$ cat src/rtl/bdu_feeder_if.sv
// Bundle between the BDU feeder and its environment.
// Query/reference inputs come in; bit beats and per-point status go out.
interface bdu_feeder_if #(
  parameter int B     = 32,
  parameter int IDX_W = 16
);
  localparam int BW = $clog2(B + 1);

  logic             q_load;
  logic [B-1:0]     q_x;
  logic [B-1:0]     q_y;
  logic [B-1:0]     q_z;
  logic             ref_valid;
  logic             ref_ready;
  logic [B-1:0]     r_x;
  logic [B-1:0]     r_y;
  logic [B-1:0]     r_z;
  logic             bdu_complete;
  logic             bdu_output_valid;
  logic             valid;
  logic             q_bit;
  logic             r_bit;
  logic [1:0]       code;
  logic [BW-1:0]    b;
  logic             shift;
  logic             pt_done;
  logic             pt_kept;
  logic             pt_early;
  logic [IDX_W-1:0] pt_index;

  modport master (
    output q_load, q_x, q_y, q_z,
    output ref_valid, r_x, r_y, r_z,
    output bdu_complete, bdu_output_valid,
    input  ref_ready, valid, q_bit, r_bit, code, b,
    input  shift, pt_done, pt_kept, pt_early, pt_index
  );

  modport slave (
    input  q_load, q_x, q_y, q_z,
    input  ref_valid, r_x, r_y, r_z,
    input  bdu_complete, bdu_output_valid,
    output ref_ready, valid, q_bit, r_bit, code, b,
    output shift, pt_done, pt_kept, pt_early, pt_index
  );
endinterface

$ cat src/rtl/bdu_feeder.sv
// Streams query/reference points to the BDU one bit beat at a time.
// Define FEEDER_EARLY_TERM_EN to cut a point short on bdu_complete.
module bdu_feeder #(
  parameter int B     = 32,
  parameter int IDX_W = 16
) (
  input logic       clk,
  input logic       rst,
  bdu_feeder_if.slave bus
);
  localparam int BW = $clog2(B + 1);
  localparam int JW = (B > 1) ? $clog2(B) : 1;

  typedef enum logic [1:0] {
    IDLE,
    STREAM,
    FLUSH
  } state_t;

  state_t           state;
  logic             q_ok;
  logic             cut;
  logic [B-1:0]     qx, qy, qz;
  logic [B-1:0]     rx, ry, rz;
  logic [1:0]       dim;
  logic [JW-1:0]    p;
  logic [IDX_W-1:0] idx;

  logic             hs;
  logic             cut_now;
  logic             last;
  logic             beat;
  logic             flush;
  logic [B-1:0]     q_sel;
  logic [B-1:0]     r_sel;
  logic [BW-1:0]    b_cur;

`ifdef FEEDER_EARLY_TERM_EN
  assign cut_now = (state == STREAM) && bus.bdu_complete;
`else
  logic unused_bdu_complete;
  assign unused_bdu_complete = bus.bdu_complete;
  assign cut_now = 1'b0;
`endif

  // p is the bit position, counting down from the MSB
  assign hs    = bus.ref_valid && bus.ref_ready;
  assign last  = (dim == 2'd2) && (p == '0);
  assign beat  = (state == STREAM) && !cut_now;
  assign flush = (state == FLUSH);
  assign b_cur = BW'(B - int'(p));

  always_comb begin
    q_sel = qx;
    r_sel = rx;
    case (dim)
      2'd1: begin
        q_sel = qy;
        r_sel = ry;
      end
      2'd2: begin
        q_sel = qz;
        r_sel = rz;
      end
      default: ;
    endcase
  end

  always_ff @(posedge clk or posedge rst) begin
    if (rst) begin
      state <= IDLE;
      q_ok  <= 1'b0;
      cut   <= 1'b0;
      qx    <= '0;
      qy    <= '0;
      qz    <= '0;
      rx    <= '0;
      ry    <= '0;
      rz    <= '0;
      dim   <= '0;
      p     <= '0;
      idx   <= '0;
    end else begin
      if (state == IDLE && bus.q_load) begin
        qx   <= bus.q_x;
        qy   <= bus.q_y;
        qz   <= bus.q_z;
        q_ok <= 1'b1;
      end
      unique case (state)
        IDLE: begin
          if (hs) begin
            rx    <= bus.r_x;
            ry    <= bus.r_y;
            rz    <= bus.r_z;
            dim   <= '0;
            p     <= JW'(B - 1);
            cut   <= 1'b0;
            state <= STREAM;
          end
        end
        STREAM: begin
          if (cut_now) begin
            cut   <= 1'b1;
            state <= FLUSH;
          end else if (last) begin
            state <= FLUSH;
          end else if (dim == 2'd2) begin
            dim <= '0;
            p   <= p - 1'b1;
          end else begin
            dim <= dim + 2'd1;
          end
        end
        FLUSH: begin
          idx   <= idx + 1'b1;
          state <= IDLE;
        end
        default: state <= IDLE;
      endcase
    end
  end

  assign bus.ref_ready = (state == IDLE) && q_ok;
  assign bus.valid     = beat;
  assign bus.q_bit     = beat && q_sel[p];
  assign bus.r_bit     = beat && r_sel[p];
  assign bus.code      = beat ? dim + 2'd1 : 2'd0;
  assign bus.b         = beat ? b_cur : '0;
  assign bus.shift     = flush;
  assign bus.pt_done   = flush;
  assign bus.pt_kept   = flush && bus.bdu_output_valid;
  assign bus.pt_early  = flush && cut;
  assign bus.pt_index  = idx;
endmodule

$ cat src/flat_wrapper.sv
// flat-port wrapper written by rule: the top's interface ports become plain ports
module bdu_feeder_flat 
#(
  parameter int B     = 32,
  parameter int IDX_W = 16
)
  (clk, rst, bus_q_load, bus_q_x, bus_q_y, bus_q_z, bus_ref_valid, bus_r_x, bus_r_y, bus_r_z, bus_bdu_complete, bus_bdu_output_valid, bus_ref_ready, bus_valid, bus_q_bit, bus_r_bit, bus_code, bus_b, bus_shift, bus_pt_done, bus_pt_kept, bus_pt_early, bus_pt_index);
  bdu_feeder_if #(.B(B), .IDX_W(IDX_W)) bus_i ();
  input logic clk;
  input logic rst;
  input wire logic [$bits(bus_i.q_load)-1:0] bus_q_load;
  input wire logic [$bits(bus_i.q_x)-1:0] bus_q_x;
  input wire logic [$bits(bus_i.q_y)-1:0] bus_q_y;
  input wire logic [$bits(bus_i.q_z)-1:0] bus_q_z;
  input wire logic [$bits(bus_i.ref_valid)-1:0] bus_ref_valid;
  input wire logic [$bits(bus_i.r_x)-1:0] bus_r_x;
  input wire logic [$bits(bus_i.r_y)-1:0] bus_r_y;
  input wire logic [$bits(bus_i.r_z)-1:0] bus_r_z;
  input wire logic [$bits(bus_i.bdu_complete)-1:0] bus_bdu_complete;
  input wire logic [$bits(bus_i.bdu_output_valid)-1:0] bus_bdu_output_valid;
  output wire logic [$bits(bus_i.ref_ready)-1:0] bus_ref_ready;
  output wire logic [$bits(bus_i.valid)-1:0] bus_valid;
  output wire logic [$bits(bus_i.q_bit)-1:0] bus_q_bit;
  output wire logic [$bits(bus_i.r_bit)-1:0] bus_r_bit;
  output wire logic [$bits(bus_i.code)-1:0] bus_code;
  output wire logic [$bits(bus_i.b)-1:0] bus_b;
  output wire logic [$bits(bus_i.shift)-1:0] bus_shift;
  output wire logic [$bits(bus_i.pt_done)-1:0] bus_pt_done;
  output wire logic [$bits(bus_i.pt_kept)-1:0] bus_pt_kept;
  output wire logic [$bits(bus_i.pt_early)-1:0] bus_pt_early;
  output wire logic [$bits(bus_i.pt_index)-1:0] bus_pt_index;
  assign bus_i.q_load = bus_q_load;
  assign bus_i.q_x = bus_q_x;
  assign bus_i.q_y = bus_q_y;
  assign bus_i.q_z = bus_q_z;
  assign bus_i.ref_valid = bus_ref_valid;
  assign bus_i.r_x = bus_r_x;
  assign bus_i.r_y = bus_r_y;
  assign bus_i.r_z = bus_r_z;
  assign bus_i.bdu_complete = bus_bdu_complete;
  assign bus_i.bdu_output_valid = bus_bdu_output_valid;
  assign bus_ref_ready = bus_i.ref_ready;
  assign bus_valid = bus_i.valid;
  assign bus_q_bit = bus_i.q_bit;
  assign bus_r_bit = bus_i.r_bit;
  assign bus_code = bus_i.code;
  assign bus_b = bus_i.b;
  assign bus_shift = bus_i.shift;
  assign bus_pt_done = bus_i.pt_done;
  assign bus_pt_kept = bus_i.pt_kept;
  assign bus_pt_early = bus_i.pt_early;
  assign bus_pt_index = bus_i.pt_index;
  bdu_feeder #(.B(B), .IDX_W(IDX_W)) u_core (.clk(clk), .rst(rst), .bus(bus_i));
endmodule
$ cat config.mk
export PLATFORM = sky130hd
export DESIGN_NAME = bdu_feeder_flat
export DESIGN_NICKNAME = d
export VERILOG_FILES = /design/src/rtl/bdu_feeder_if.sv /design/src/rtl/bdu_feeder.sv /design/src/flat_wrapper.sv
export SDC_FILE = /design/constraint.sdc
export NUM_CORES = 1
export LEC_CHECK = 0
export CAP_MARGIN = 20
export CORE_MARGIN = 2
export CORE_UTILIZATION = 51
export DETAILED_ROUTE_END_ITERATION = 8
export PLACE_DENSITY = 0.81
export SYNTH_ARGS = -nofsm -noshare
export SYNTH_HDL_FRONTEND = slang
export SYNTH_SLANG_ARGS = --single-unit
$ cat constraint.sdc
create_clock -name clk -period 8.38 [get_ports clk]
set_clock_uncertainty 0.2 [all_clocks]
set_input_delay 0.838 -clock clk [delete_from_list [all_inputs] [get_ports clk]]
set_output_delay 0.838 -clock clk [all_outputs]
set_load 0.02 [all_outputs]
==> metrics, run 1 <==
status=finished, final reports clean; gr usage total=25.6%; Avg Vias per Cell=5.53; TritonCTS buffer count=24; Worst Reg-to-Reg Cells=9; Rel. slew slack=33.9%; Hold Path Depth=2; busiest grt layer=met2; crit path launch=u_core.dim[1]; Synth Warn #=0; global-route track usage on met3=under 10%; die width=145 µm; GRT met1 Usage=35.0%; layout cells sized above 1=between 10% and 20%; Clk pwr share=23.4%; top cells by area, synth=dfrtp_1 54%, nand2_1 12%, mux2_2 12%, mux4_2 2.7%, a22oi_1 1.8%; internal power=0.00293 W; clock tree from TritonCTS=yes; LEAKAGE=5.86 nW; period utilization=61.6%; Crit Path Category=flip-flop to primary output; via count=between 8,000 and 9,000; grt total ovfl=0; Distinct cells, synth=54; switching share of power=35.0%; CP Max Fanout=45; final WL=26,900 µm; die footprint=0.0209 mm²; register share of total power=40.1%; Least-Margin Pin Slew=around 1 ns; combinational fraction of design power=36.5%; vias in the first global route=roughly 8,000; Clock Pin Slew Worst Setup and Hold Paths=0.06 ns; number of synthesized register bits=218; Num Clock Sinks=approximately 220; H-tree depth=1; Switch Pwr=0.00158 W; upper clock frequency limit=0.194 GHz; clock tree buffer depth=3; Hold Vio Cnt, Final=0; flop2flop setup slack=5.00 ns; Final Slew Violations=0; Pre-Repair DR Iteration Count=6; ANT cells=0; Core Region=0.0194 mm²; global-route wire length before repair=41,700 µm; RSZ-0062 raised after global routing=no; Post-route DRC=0; setup bufs post-CTS=0; startpoint class of the critical path=flip-flop; cell area power density=339 mW/mm²; post-CTS sizing=0; sequential area share after synthesis=54.1%; share of the synthesized area in the top cell type=54.1%; Max Cap Viol=0; Starting DRT DRC Count=634; Ports=230; row cnt=51; Worst setup EP type=primary output; VDD IR max=0.199 mV; min cycle time layout=roughly 5.2 ns; Starting Density=51.9%; met2 usage=41.7%; dpl hpwl=18,100 µm; post-layout utilization of the core=68.7%; setup tns final=0 ns; Commonest cells post-synth=316 x nand2_1, 218 x dfrtp_1, 103 x mux2_2, 43 x clkbuf_1, 35 x nor2_1; # nets final=1,373; WHS=0.271 ns; largest net degree at the start of global routing=135; cts hold-fix bufs=0; ys async rst share=100%; die height=145 µm; leading area contributor after synthesis=dfrtp_1; Synth Flop Type=dfrtp_1; ANT nets after route=0; Critical Path AT=4.12 ns; Tot Pwr=0.00452 W; Syn Inst Count=just under 1,000; Area growth, synth to finish=32.3%; most frequent cell after synthesis=nand2_1; RR Endpoint=u_core.p[4]; # port buffers=between 200 and 250; WP data required=between 7 and 8 ns; Root Buffer=clkbuf_16; Setup crit end=bus_q_bit; worst-skew pair later-pin latency=0.51 ns; Hold Path Class=flip-flop to flip-flop; Final Setup Violations=0; Syn Nets=1,177; r2r startpoint=u_core.p[0]; Avg Cell Area, Syn=10.4 µm²; GPL Wtd Cong=0.839; Post-synth EDFFs=0; initial antenna violation count=0; DR WL/cell=18.5 µm; mapped cell area=around 0.010 mm²
==> flip-flops by register name (all words and copies together), names as in the netlist, 2 cells and up <==
name,count
u_core.bus.pt_index,16
u_core.dim,2
u_core.p,5
u_core.qx,32
u_core.qy,32
u_core.qz,32
u_core.rx,32
u_core.ry,32
u_core.rz,32
u_core.state,2
==> placed cells by master, fill, tap and decap left out, drive strengths merged, types with 2 or more instances in the layout <==
cell | synthesis | layout
o21ai | 9 | 9
nand3 | 8 | 8
nor2 | 35 | 35
a211oi | 6 | 6
or3 | 2 | 2
clkinvlp | 0 | 2
ha | 7 | 7
mux2 | 105 | 105
a2111oi | 2 | 2
nand4 | 6 | 6
nand2b | 3 | 3
nor3 | 9 | 9
clkbuf | 43 | 36
nor3b | 3 | 3
inv | 8 | 8
o22ai | 2 | 2
bufinv | 0 | 2
dfrtp | 218 | 218
and3 | 5 | 5
xnor2 | 11 | 11
xor2 | 6 | 6
buf | 25 | 11
clkinv | 2 | 6
nor2b | 6 | 6
o211ai | 5 | 5
a22oi | 24 | 24
a31oi | 7 | 7
a22o | 7 | 7
a221o | 7 | 7
clkdlybuf4s50 | 0 | 227
a221oi | 19 | 19
or2 | 3 | 3
and2 | 5 | 5
nand2 | 316 | 316
mux4 | 13 | 13
a21oi | 30 | 30
==> power groups by stage <==
stage | Combinational (W) | Sequential [W] | Clock (W)
2_1_floorplan | 0.00120 | 0.00168 | 0
3_3_place_gp | 0.00159 | 0.00179 | 0
3_5_place_dp | 0.00163 | 0.00182 | 0
4_1_cts | 0.00164 | 0.00181 | 0.00108
5_1_grt | 0.00180 | 0.00187 | 0.00112
6_report | 0.00165 | 0.00181 | 0.00106
==> routing by layer <==
metal | part of all wire [%] | vias to the layer above
met1 | 41 | 3894
met4 | 3.0 | 0
met3 | 8.1 | 55
met2 | 48 | 351
li1 | - | 3722
met5 | 0 | -
==> worst min-delay path by stage <==
stage / from / end / slack [ns]
finish: u_core.rx[19] / u_core.rx[19] / 0.27
floorplan: u_core.q_ok / u_core.q_ok / 0.23
detailed placement: u_core.q_ok / u_core.q_ok / 0.26
global route: u_core.q_ok / u_core.q_ok / 0.27
global placement: u_core.q_ok / u_core.q_ok / 0.25
CTS: u_core.q_ok / u_core.q_ok / 0.27
==> stage by stage <==
stage,instance area (µm²),cells,setup slack (ns)
floorplan,10100,972,1.38
global placement,12500,1406,3.82
detailed placement,12500,1406,3.79
CTS,13300,1450,3.23
global route,13300,1451,3.11
finish,13300,1451,3.22
==> critical path, stage by stage, from the launching register on <==
cell,delay (ns)
dfrtp_1,0.40
inv_1,0.09
ha_2,0.40
buf_4,0.54
a221oi_1,0.20
o31a_1,0.30
or4b_1,0.56
a311o_1,0.36
o211ai_2,0.07
clkdlybuf4s50_1,0.67
==> final cells by class <==
type                            instances  area [µm²]
Inverter                               10        45.0
Clock buffer                           36         707
Tap cell                              265         332
Clock inverter                          8        95.1
Multi-Input combinational cell        676        4320
Sequential cell                       218        5460
Timing Repair Buffer                  238        2370
Fill cell                            1488        6070
==> kinds of logic after synthesis <==
family | Yosys count | synth area share (%)
compound gates | 127 | 9.11
xor+xnor | 17 | 1.48
fa+ha+maj | 7 | 0.869
buf+inv | 78 | 3.24
flops | 218 | 54.1
mux | 119 | 14.8
other cells | 1 | 0.0372
simple gates | 405 | 16.3
No activity file was read; power rests on OpenSTA's default activity.
==> run 2, diff against run 1 <==
- clock period: 8.38 -> 4.9 ns (I/O delays scaled with it)
==> metrics, run 2 (synthesized netlist as in run 1, its figures left out) <==
min cycle time layout=4.55 ns; via count=8,070 (was 8,022); grt total ovfl=0 (unchanged); cts hold-fix bufs=0 (unchanged); gr usage total=26.3% (was 25.6%); Starting DRT DRC Count=665 (was 634); startpoint class of the critical path=flip-flop (unchanged); Max Cap Viol=0 (unchanged); DR WL/cell=18.7 µm (was 18.5 µm); clock tree from TritonCTS=yes (unchanged); period utilization=92.8%; die footprint=0.0209 mm² (unchanged); Final Slew Violations=0 (unchanged); WHS=0.0703 ns (was 0.271 ns); Root Buffer=clkbuf_16 (unchanged); setup tns final=0 ns (unchanged); Least-Margin Pin Slew=0.990 ns (was 0.992 ns); H-tree depth=1 (unchanged); vias in the first global route=8,005 (was 7,983); Rel. slew slack=33.7% (was 33.9%); layout cells sized above 1=15.2% (was 14.8%); ANT cells=0 (unchanged); Area growth, synth to finish=32.6% (was 32.3%); # nets final=1,377 (was 1,373); Worst setup EP type=primary output (unchanged); most frequent cells in the layout=315 x nand2_1, 227 x clkdlybuf4s50_1, 217 x dfrtp_1, 103 x mux2_2, 35 x nor2_1 (unchanged); die height=145 µm (unchanged); Hold Vio Cnt, Final=0 (unchanged); final WL=27,200 µm (was 26,900 µm); Ports=230 (unchanged); TritonCTS buffer count=23 (was 24); r2r startpoint=u_core.p[0] (unchanged); Avg Vias per Cell=5.56 (was 5.53); Pre-Repair DR Iteration Count=5 (was 6); Hold Path Class=input pin to async pin (was flip-flop to flip-flop); Tot Pwr=0.00778 W (was 0.00452 W); ANT nets after route=0 (unchanged); WP data required=4.21 ns (was 7.34 ns); cell area power density=582 mW/mm² (was 339 mW/mm²); RSZ-0062 raised after global routing=no (unchanged); dpl hpwl=18,800 µm (was 18,100 µm); Final Setup Violations=0 (unchanged); global-route wire length before repair=42,400 µm (was 41,700 µm); commonest non-fill, non-tap cell in the layout=nand2_1 (unchanged); # port buffers=227 (unchanged); Clock Pin Slew Worst Setup and Hold Paths=0.06 ns (about the same); Starting Density=51.9% (unchanged); row cnt=51 (unchanged); crit path launch=u_core.dim[0] (was u_core.dim[1]); initial antenna violation count=0 (unchanged); VDD IR max=0.347 mV (was 0.199 mV); flop2flop setup slack=1.77 ns (was 5.00 ns); worst-skew pair later-pin latency=0.50 ns (was 0.51 ns); largest net degree at the start of global routing=99 (was 135); CP Max Fanout=19 (was 45); Core Region=0.0194 mm² (unchanged); post-layout utilization of the core=68.9% (was 68.7%); Post-route DRC=0 (unchanged); Crit Path Category=flip-flop to primary output (unchanged); post-CTS sizing=0 (unchanged); clock tree buffer depth=3 (unchanged); die width=145 µm (unchanged); Critical Path AT=3.86 ns (was 4.12 ns); upper clock frequency limit=0.220 GHz; status=finished, final reports clean (unchanged); setup bufs post-CTS=0 (unchanged); LEAKAGE=5.89 nW (was 5.86 nW); Num Clock Sinks=218 (unchanged); GPL Wtd Cong=0.903 (was 0.839)
==> run 2: cell count changes in the layout (fill, tap and decap cells not counted), sizes merged <==
cell      previous run  this run
clkbuf              36        33
bufinv               2         3
inv                  8         7
clkinvlp             2         1
buf                 11        16
==> run 2: through the flow <==
stage          area [µm²]  setup WS [ns]  instances
2_1_floorplan       10100           1.37        972
3_3_place_gp        12600          0.971       1412
3_5_place_dp        12600          0.897       1412
4_1_cts             13400          0.351       1452
5_1_grt             13400          0.189       1452
6_report            13400          0.354       1452
==> run 2: report_power, final <==
group          switching [W]  internal [W]  total [W]
Clock               0.000699       0.00113    0.00183
Sequential          0.000528       0.00256    0.00309
Combinational        0.00148       0.00138    0.00286
Total                0.00270       0.00508    0.00778
==> run 2: per-layer routing <==
metal  up-vias  GRT usage, %  routed length [µm]
li1       3741             -                   -
met1      3915          36.4               11400
met2       352          42.3               12900
met3        62          4.90                2040
met4         0          8.38                 867
met5         -             0                   0
==> run 2: critical path: stages, from the launching register on <==
cell             delay [ns]
dfrtp_1                0.42
inv_1                  0.09
ha_1                   0.38
clkinv_1               0.55
or2_2                  0.54
o311a_1                0.37
a31oi_1                0.17
a32o_1                 0.22
clkdlybuf4s50_1        0.63
==> run 2: path summary, 6_finish.rpt <==
kind	cells past startpoint	endpoint
max	8	bus_r_bit
min in group clk	2	u_core.rx[2]
max reg2reg	10	u_core.p[4]
max in group asynchronous	3	u_core.rx[10]
min reg2reg	2	u_core.rx[2]
min	2	u_core.qy[2]
==> run 2: layout make-up <==
| type | instances | area, µm² |
|---|---|---|
| repair buffers | 243 | 2420 |
| clock buffers | 33 | 693 |
| fillers | 1463 | 6030 |
| flip-flops and latches | 218 | 5460 |
| clock inverters | 7 | 110 |
| multi-input cells | 676 | 4310 |
| well taps | 265 | 332 |
| inverters | 10 | 41.3 |
